[src/rtl/vec_rmw_sweeper.sv]
// Read-modify-write sweep engine: reads 8-lane vectors from the image buffer, streams
// them through an external processing stage and writes the results back in place.

module vec_rmw_lane #(
  parameter int W = 8
) (
  input  logic         CLK,
  input  logic         RST_N,
  input  logic         i_cap_src,
  input  logic         i_cap_res,
  input  logic         i_clr_wd,
  input  logic [W-1:0] i_rd,
  input  logic [W-1:0] i_res,
  output logic [W-1:0] o_src,
  output logic [W-1:0] o_wd
);
  logic [W-1:0] r_src, r_wd;

  always_ff @(posedge CLK or negedge RST_N) begin
    if (!RST_N) begin
      r_src <= '0;
      r_wd  <= '0;
    end else begin
      if (i_cap_src) r_src <= i_rd;
      if (i_cap_res)     r_wd <= i_res;
      else if (i_clr_wd) r_wd <= '0;
    end
  end

  assign o_src = r_src;
  assign o_wd  = r_wd;
endmodule

module vec_rmw_sweeper #(
  parameter int IMAGE_WIDTH  = 320,
  parameter int IMAGE_HEIGHT = 320,
  parameter int PIX_SIZE     = 8
) (
  input  logic                     CLK,
  input  logic                     RST_N,
  input  logic                     start,
  input  logic [19:0]              base,
  input  logic [14:0]              vec_count,
  output logic                     busy,
  output logic                     done,
  output logic                     err,
  output logic [19:0]              mem_addr,
  output logic                     mem_we,
  output logic [7:0][PIX_SIZE-1:0] mem_wd,
  input  logic [7:0][PIX_SIZE-1:0] mem_rd,
  output logic                     src_valid,
  output logic [7:0][PIX_SIZE-1:0] src_data,
  input  logic                     src_ready,
  input  logic                     res_valid,
  input  logic [7:0][PIX_SIZE-1:0] res_data,
  output logic                     res_ready
);
  localparam int          NUM_LANES = 8;
  localparam logic [31:0] IMG_BYTES = 32'(IMAGE_WIDTH * IMAGE_HEIGHT);

  typedef enum logic [2:0] {S_IDLE, S_READ, S_SEND, S_RECV, S_WRITE, S_DONE} state_t;

  state_t      r_state;
  logic [19:0] r_cur, r_addr;
  logic [14:0] r_rem;
  logic        r_busy, r_done, r_err, r_we, r_src_valid, r_res_ready;

  logic [19:0] w_base_al, w_next;
  logic [31:0] w_end;
  logic        w_cap_src, w_cap_res, w_clr_wd;
  logic        w_unused;

  assign w_base_al = {base[19:6], 6'b0};
  assign w_end     = {12'b0, w_base_al} + {14'b0, vec_count, 3'b0};
  assign w_unused  = ^base[5:0];
  // Lanes interleave at stride 8, so offsets 0..7 share a block; offset 7 jumps to the next block.
  assign w_next    = (r_cur[2:0] != 3'd7) ? r_cur + 20'd1 : r_cur + 20'd57;

  assign w_cap_src = (r_state == S_READ);
  assign w_cap_res = (r_state == S_RECV) && res_valid;
  assign w_clr_wd  = (r_state == S_WRITE);

  always_ff @(posedge CLK or negedge RST_N) begin
    if (!RST_N) begin
      r_state     <= S_IDLE;
      r_cur       <= '0;
      r_addr      <= '0;
      r_rem       <= '0;
      r_busy      <= 1'b0;
      r_done      <= 1'b0;
      r_err       <= 1'b0;
      r_we        <= 1'b0;
      r_src_valid <= 1'b0;
      r_res_ready <= 1'b0;
    end else begin
      case (r_state)
        S_IDLE: if (start) begin
          r_busy <= 1'b1;
          if (vec_count == 15'd0) begin
            r_state <= S_DONE;
            r_done  <= 1'b1;
          end else if (w_end > IMG_BYTES) begin
            r_state <= S_DONE;
            r_done  <= 1'b1;
            r_err   <= 1'b1;
          end else begin
            r_cur   <= w_base_al;
            r_addr  <= w_base_al;
            r_rem   <= vec_count;
            r_state <= S_READ;
          end
        end
        S_READ: begin
          r_src_valid <= 1'b1;
          r_state     <= S_SEND;
        end
        S_SEND: if (src_ready) begin
          r_src_valid <= 1'b0;
          r_res_ready <= 1'b1;
          r_state     <= S_RECV;
        end
        S_RECV: if (res_valid) begin
          r_res_ready <= 1'b0;
          r_we        <= 1'b1;
          r_state     <= S_WRITE;
        end
        S_WRITE: begin
          r_we  <= 1'b0;
          r_rem <= r_rem - 15'd1;
          if (r_rem == 15'd1) begin
            r_done  <= 1'b1;
            r_state <= S_DONE;
          end else begin
            r_cur   <= w_next;
            r_addr  <= w_next;
            r_state <= S_READ;
          end
        end
        S_DONE: begin
          r_done  <= 1'b0;
          r_err   <= 1'b0;
          r_busy  <= 1'b0;
          r_state <= S_IDLE;
        end
        default: r_state <= S_IDLE;
      endcase
    end
  end

  for (genvar g = 0; g < NUM_LANES; g++) begin : g_lane
    vec_rmw_lane #(.W(PIX_SIZE)) u_lane (
      .CLK       (CLK),
      .RST_N     (RST_N),
      .i_cap_src (w_cap_src),
      .i_cap_res (w_cap_res),
      .i_clr_wd  (w_clr_wd),
      .i_rd      (mem_rd[g]),
      .i_res     (res_data[g]),
      .o_src     (src_data[g]),
      .o_wd      (mem_wd[g])
    );
  end

  assign busy      = r_busy;
  assign done      = r_done;
  assign err       = r_err;
  assign mem_addr  = r_addr;
  assign mem_we    = r_we;
  assign src_valid = r_src_valid;
  assign res_ready = r_res_ready;
endmodule
[config.mk]
export PLATFORM = sky130hd
export DESIGN_NAME = vec_rmw_sweeper
export DESIGN_NICKNAME = d
export VERILOG_FILES = /design/src/rtl/vec_rmw_sweeper.sv
export SDC_FILE = /design/constraint.sdc
export NUM_CORES = 1
export LEC_CHECK = 0
export ABC_AREA = 1
export BUFFER_PORTS_ARGS = -buffer_cell sky130_fd_sc_hd__buf_2
export CAP_MARGIN = 20
export CORE_UTILIZATION = 35
export CTS_CLUSTER_DIAMETER = 120
export DETAILED_ROUTE_END_ITERATION = 10
export PLACE_DENSITY_LB_ADDON = 0.12
export SLEW_MARGIN = 20
export SYNTH_ARGS = -nofsm -noshare
export SYNTH_HDL_FRONTEND = slang
export SYNTH_SLANG_ARGS = --single-unit
export TNS_END_PERCENT = 100
[constraint.sdc]
create_clock -name CLK -period 2.3 [get_ports CLK]
set_input_delay 0.115 -clock CLK [delete_from_list [all_inputs] [get_ports CLK]]
set_output_delay 0.115 -clock CLK [all_outputs]
set_load 0.1 [all_outputs]
# [After elaboration in Yosys (flattened, before gate mapping)]
# Index checks and enable logic that the tools add are counted.
[totals] input_bits=168 reg_bits=172 out_inout_bits=154 wordCells=108
[op_classes] eq_ne=16 add_sub_neg=4 muxes=43 n_lt_le_gt_ge=1 reduce_logical=19
[ops] op="2-to-1 mux 20 bit" count=5
[ops] op="2-to-1 mux 8 bit" count=9
[ops] op="2-to-1 mux 15 bit" count=3
[ops] op="one-hot mux 20 bit (2 select lines)" count=1
[ops] op="one-hot mux 15 bit (2 select lines)" count=1
[ops] op="adder 20 x 18 -> 21 bit" count=1
[ops] op="> comparator 21 x 17 -> 1 bit (second input constant)" count=1
[ops] op="adder 20 x 1 -> 20 bit (second input constant)" count=1
[ops] op="adder 20 x 6 -> 20 bit (second input constant)" count=1
[ops] op="2-to-1 mux 3 bit" count=6
[ops] op="!= test 2 bit (second input constant)" count=8
[ops] op="== test 15 x 1 -> 1 bit (second input constant)" count=1
[ops] op="logical NOT 15 bit" count=1
[ops] op="one-hot mux 3 bit (5 select lines)" count=1
[ops] op="subtractor 15 x 1 -> 15 bit (second input constant)" count=1
[ops] op="AND reduction 4 bit" count=3
[ops] op="nonzero test 2 bit" count=6
[ops] op="2-to-1 mux 1 bit" count=11
[ops] op="one-hot mux 1 bit (2 select lines)" count=5
[ops] op="== test 3 x 2 -> 1 bit (second input constant)" count=2
[ops] op="== test 3 bit (second input constant)" count=2
[ops] op="!= test 3 bit (second input constant)" count=2
[ops] op="AND reduction 2 bit" count=3
[ops] op="AND reduction 3 bit" count=2
[ops] op="other kinds (6)" count=6

# [Longest topological paths before layout]
[depth] depth_word=6 ltp_mapped=19 ltp_nobuf=18

# [Hierarchy]
# From an unflattened synthesis, not the netlist that was laid out.
[unflattened] hier_cells=1174 hier_area_um2=9064.9
[modules_own_cells] mod="vec_rmw_lane" area_each_um2=633.1 cells_per_inst=67 seq_area_each_um2=400.4 n_inst=8
[modules_own_cells] mod="vec_rmw_sweeper" area_each_um2=4000.1 cells_per_inst=638 seq_area_each_um2=1101.1 n_inst=1

# [Worst setup path after synthesis]
# No wires, ideal clock.
[synth_path] path_type="register -> register" start="register mem_addr[0] (netlist name)" end="register r_addr[12], in the netlist mem_addr[12]" required_time_ns=2.177 path_buffers=0 slack_ns=-0.603 path_stages_with_launch=15 arrival_time_ns=2.780 path_cell_list="dfrtp_1 ha_1 ha_1 ha_1 nand2_1 o21ai_0 nand2_1 nand2_1 inv_1 nor3_2 a21oi_1 o21ai_0 nand2_1 nand3_1 nand2_1"
[synth_lines] element="end signal: assignment" line_no="108" text="r_addr <= w_base_al;"
[synth_lines] element="end signal: assignment" line_no="135" text="r_addr <= w_next;"
[synth_lines] element="end: declaration" line_no="64" text="logic [19:0] r_cur, r_addr;"

==> out/results.txt <==
slew of the pin with the lowest slew margin: 0.618 ns
DR WL/cell: 14.5 um
final WL: 28700 um
ANT nets after route: 0
Initial Util: 36.0%
Mapped Nets: 1380
drt pass-1 iters: 5
CTS clk-pin slew, worst paths: 0.07 ns
Setup crit start kind: flop
CP Max Fanout: 6
largest net degree at the start of global routing: 66
CTS root buf: clkbuf_16
unrepaired setup endpoints after global routing: yes
Final Hold Fails: 0
GRT overflow: 0
sequential fraction of the synthesis area: 48.9%
Placer Congestion: 0.860
die area: 25800 um2
CP max stage delay: 0.49 ns
Hold Path End: r_state[0]
count of cell types in the netlist: 38
initial antenna violation count: 0
placed cells: 1815
CP dominant cell by count: ha_4
Syn Inst Count: 1192
Final period util: 99.7%
clk buf depth: 2
worst r2r src: mem_addr[0]
htree depth: 4
R2R setup slack: 0.007 ns
die height: 161 um
post-synthesis cell area: 8800 um2
Setup WS post-layout: 0.00713 ns
Antenna diodes: 0
pre-CTS WS: -0.0600 ns
Port Buffers: 315
gr usage total: 22.2%
final net count: 1831
Rows: 57
die width: 161 um
ys async rst share: 100%
status: complete, no violations
FF-to-FF path depth: 13
initial drt markers: 596
clk_skew: 0.0211 ns
vias in the first global route: 9061
Most used DFF post-synth: dfrtp_1
Synth warnings: 0
crit-path cells: ha_4 > ha_4 > ha_4 > nand2_2 > o21ai_2 > nand2_1 > nand2_2 > inv_4 > nor3_4 > a21oi_1 > o21ai_1 > nand3_1 > nand2_1
critical path type: reg -> reg
cts bufs inserted: 17
Max Clk Rate: 0.436 GHz
Worst Path Required: 2.66 ns
#FFs+latches synth: 172
min-delay worst type: in -> reg
CTS sink count: 172
DR vias: 9252
syn avg cell area: 7.38 um2
worst hold path startpoint: res_valid
Top Ports: 322
# DRC: 0
total of max-cap violations: 0
Post-synth EDFFs: 0
vias per cell: 4.67
Post-Layout Cell Count: 1980
hold path depth: 4
Slew headroom: 58.8%
Critical-path top delay cell: dfrtp_4
TritonCTS clock tree: built
core area: 24500 um2
area delta synth->final: 48.0%
final setup fails: 0
fin. max-slew vios: 0
ratio of cells with drive above 1 in the final layout: 26.2%
Final min period: 2.29 ns
Critical Path AT: 2.65 ns
R2R Path End: mem_addr[16]
post-DP HPWL: 19900 um
clk_lat worst skew: 0.43 ns
crit path capture type: flop
first-pass GRT wire length: 46000 um
-- state kept, by name, summed over array words and instances (netlist names) --
register and cells:
busy 1, done 1, err 1, g_lane.u_lane.o_src 64
g_lane.u_lane.o_wd 64, mem_addr 20, mem_we 1, r_rem 15
r_state 3, res_ready 1, src_valid 1
-- cell families after synthesis --
logic type	after synthesis	synth area share, %
buffers and inverters	124	5.71
XOR/XNOR	4	0.398
AO/OA/AOI/OAI	65	3.94
AND/OR/NAND/NOR	807	38.1
adder cells (fa/ha/maj)	20	2.93
flip-flops	172	48.9
-- layout make-up --
cell class | instances | area (um2)
Fill cell | 2337 | 11400
Sequential cell | 172 | 4310
Multi-Input combinational cell | 896 | 4130
Timing Repair Buffer | 482 | 3280
Clock buffer | 17 | 425
Tap cell | 324 | 405
Inverter | 74 | 283
Clock inverter | 15 | 191
-- worst max-delay path by stage --
stage / from / to / slack [ns] / cells after the start
finish: mem_addr[0] / mem_addr[16] / 0.007 / 13
global route: mem_addr[1] / mem_addr[14] / -0.11 / 13
CTS: mem_addr[0] / mem_addr[15] / 0.004 / 13
detailed placement: vec_count[3] / mem_addr[11] / -0.06 / 18
global placement: vec_count[3] / mem_addr[17] / -0.004 / 18
floorplan: mem_addr[1] / mem_addr[13] / -0.19 / 13
-- layer usage --
metal	wire [um]	up-vias	global-route usage, %
met1	12500	4251	27.7
met3	1600	51	5.32
met4	767	0	8.18
li1	-	4673	-
met2	13800	277	37.4
met5	0	-	0
-- cells in the mapped netlist, types with 2 or more instances --
cell,instances,area (um2)
nand2_1,563,2110
dfrtp_1,172,4300
nand3_1,135,676
inv_1,72,270
nor2_1,59,221
clkbuf_1,42,158
o21ai_0,28,140
a21oi_1,24,120
ha_1,19,238
nand2_2,9,56.3
nand4_1,8,50.1
nor3_1,8,40.0
nand3b_1,5,37.5
nor4_1,5,31.3
buf_6,4,45.0
nand3_2,4,40.0
o21ai_1,4,20.0
a31oi_1,2,12.5
and2_1,2,12.5
buf_1,2,7.51
buf_4,2,15.0
inv_2,2,7.51
nand2_4,2,22.5
nor2_2,2,12.5
o31ai_1,2,15.0
xnor2_1,2,17.5
xor2_1,2,17.5
-- worst max-delay path: cells and delay by family (launching register included) --
family,cells,cell delay [ns]
AO/OA/AOI/OAI,3,0.42
adder cells (fa/ha/maj),3,0.63
buffers and inverters,1,0.05
flip-flops,1,0.49
AND/OR/NAND/NOR,6,0.63
-- what timing repair did --
item                                    in CTS  in global routing
setup buffers                                1                  2
pin swaps                                    1                 13
hold buffers                               130                  0
gates resized for setup                      0                 17
endpoints found under the setup margin       6                 39
endpoints found under the hold margin      183                  0
-- per-stage QoR --
step	setup TNS (ns)	hold WS, ns	util (%)	area, um2
global placement	-0.00671	0.156	45.2	11000
CTS	0	0.0259	53.0	13000
finish	0	0.0454	53.3	13000
global route	-0.591	0.0632	53.3	13000
detailed placement	-1.13	0.161	45.2	11000
floorplan	-0.625	-0.181	-	8900
-- placed cells by master (no fill, tap or decap), types with 6 or more instances in the layout --
master         synthesis  final
nand3_1              135    134
nand2_2                9     12
nand4_1                8      8
inv_1                 72     69
nand2_1              563    560
clkbuf_16              0     17
buf_4                  2     27
o21ai_1                4      8
o21ai_0               28     20
nor2_1                59     56
ha_1                  19     14
a21oi_1               24     23
dlygate4sd3_1          0    130
clkinv_8               0      6
buf_12                 0      9
dfrtp_1              172    169
buf_2                  0    314
Power is not shown: default switching activity piles up to over one toggle a cycle in this logic, so the estimate is an artifact.
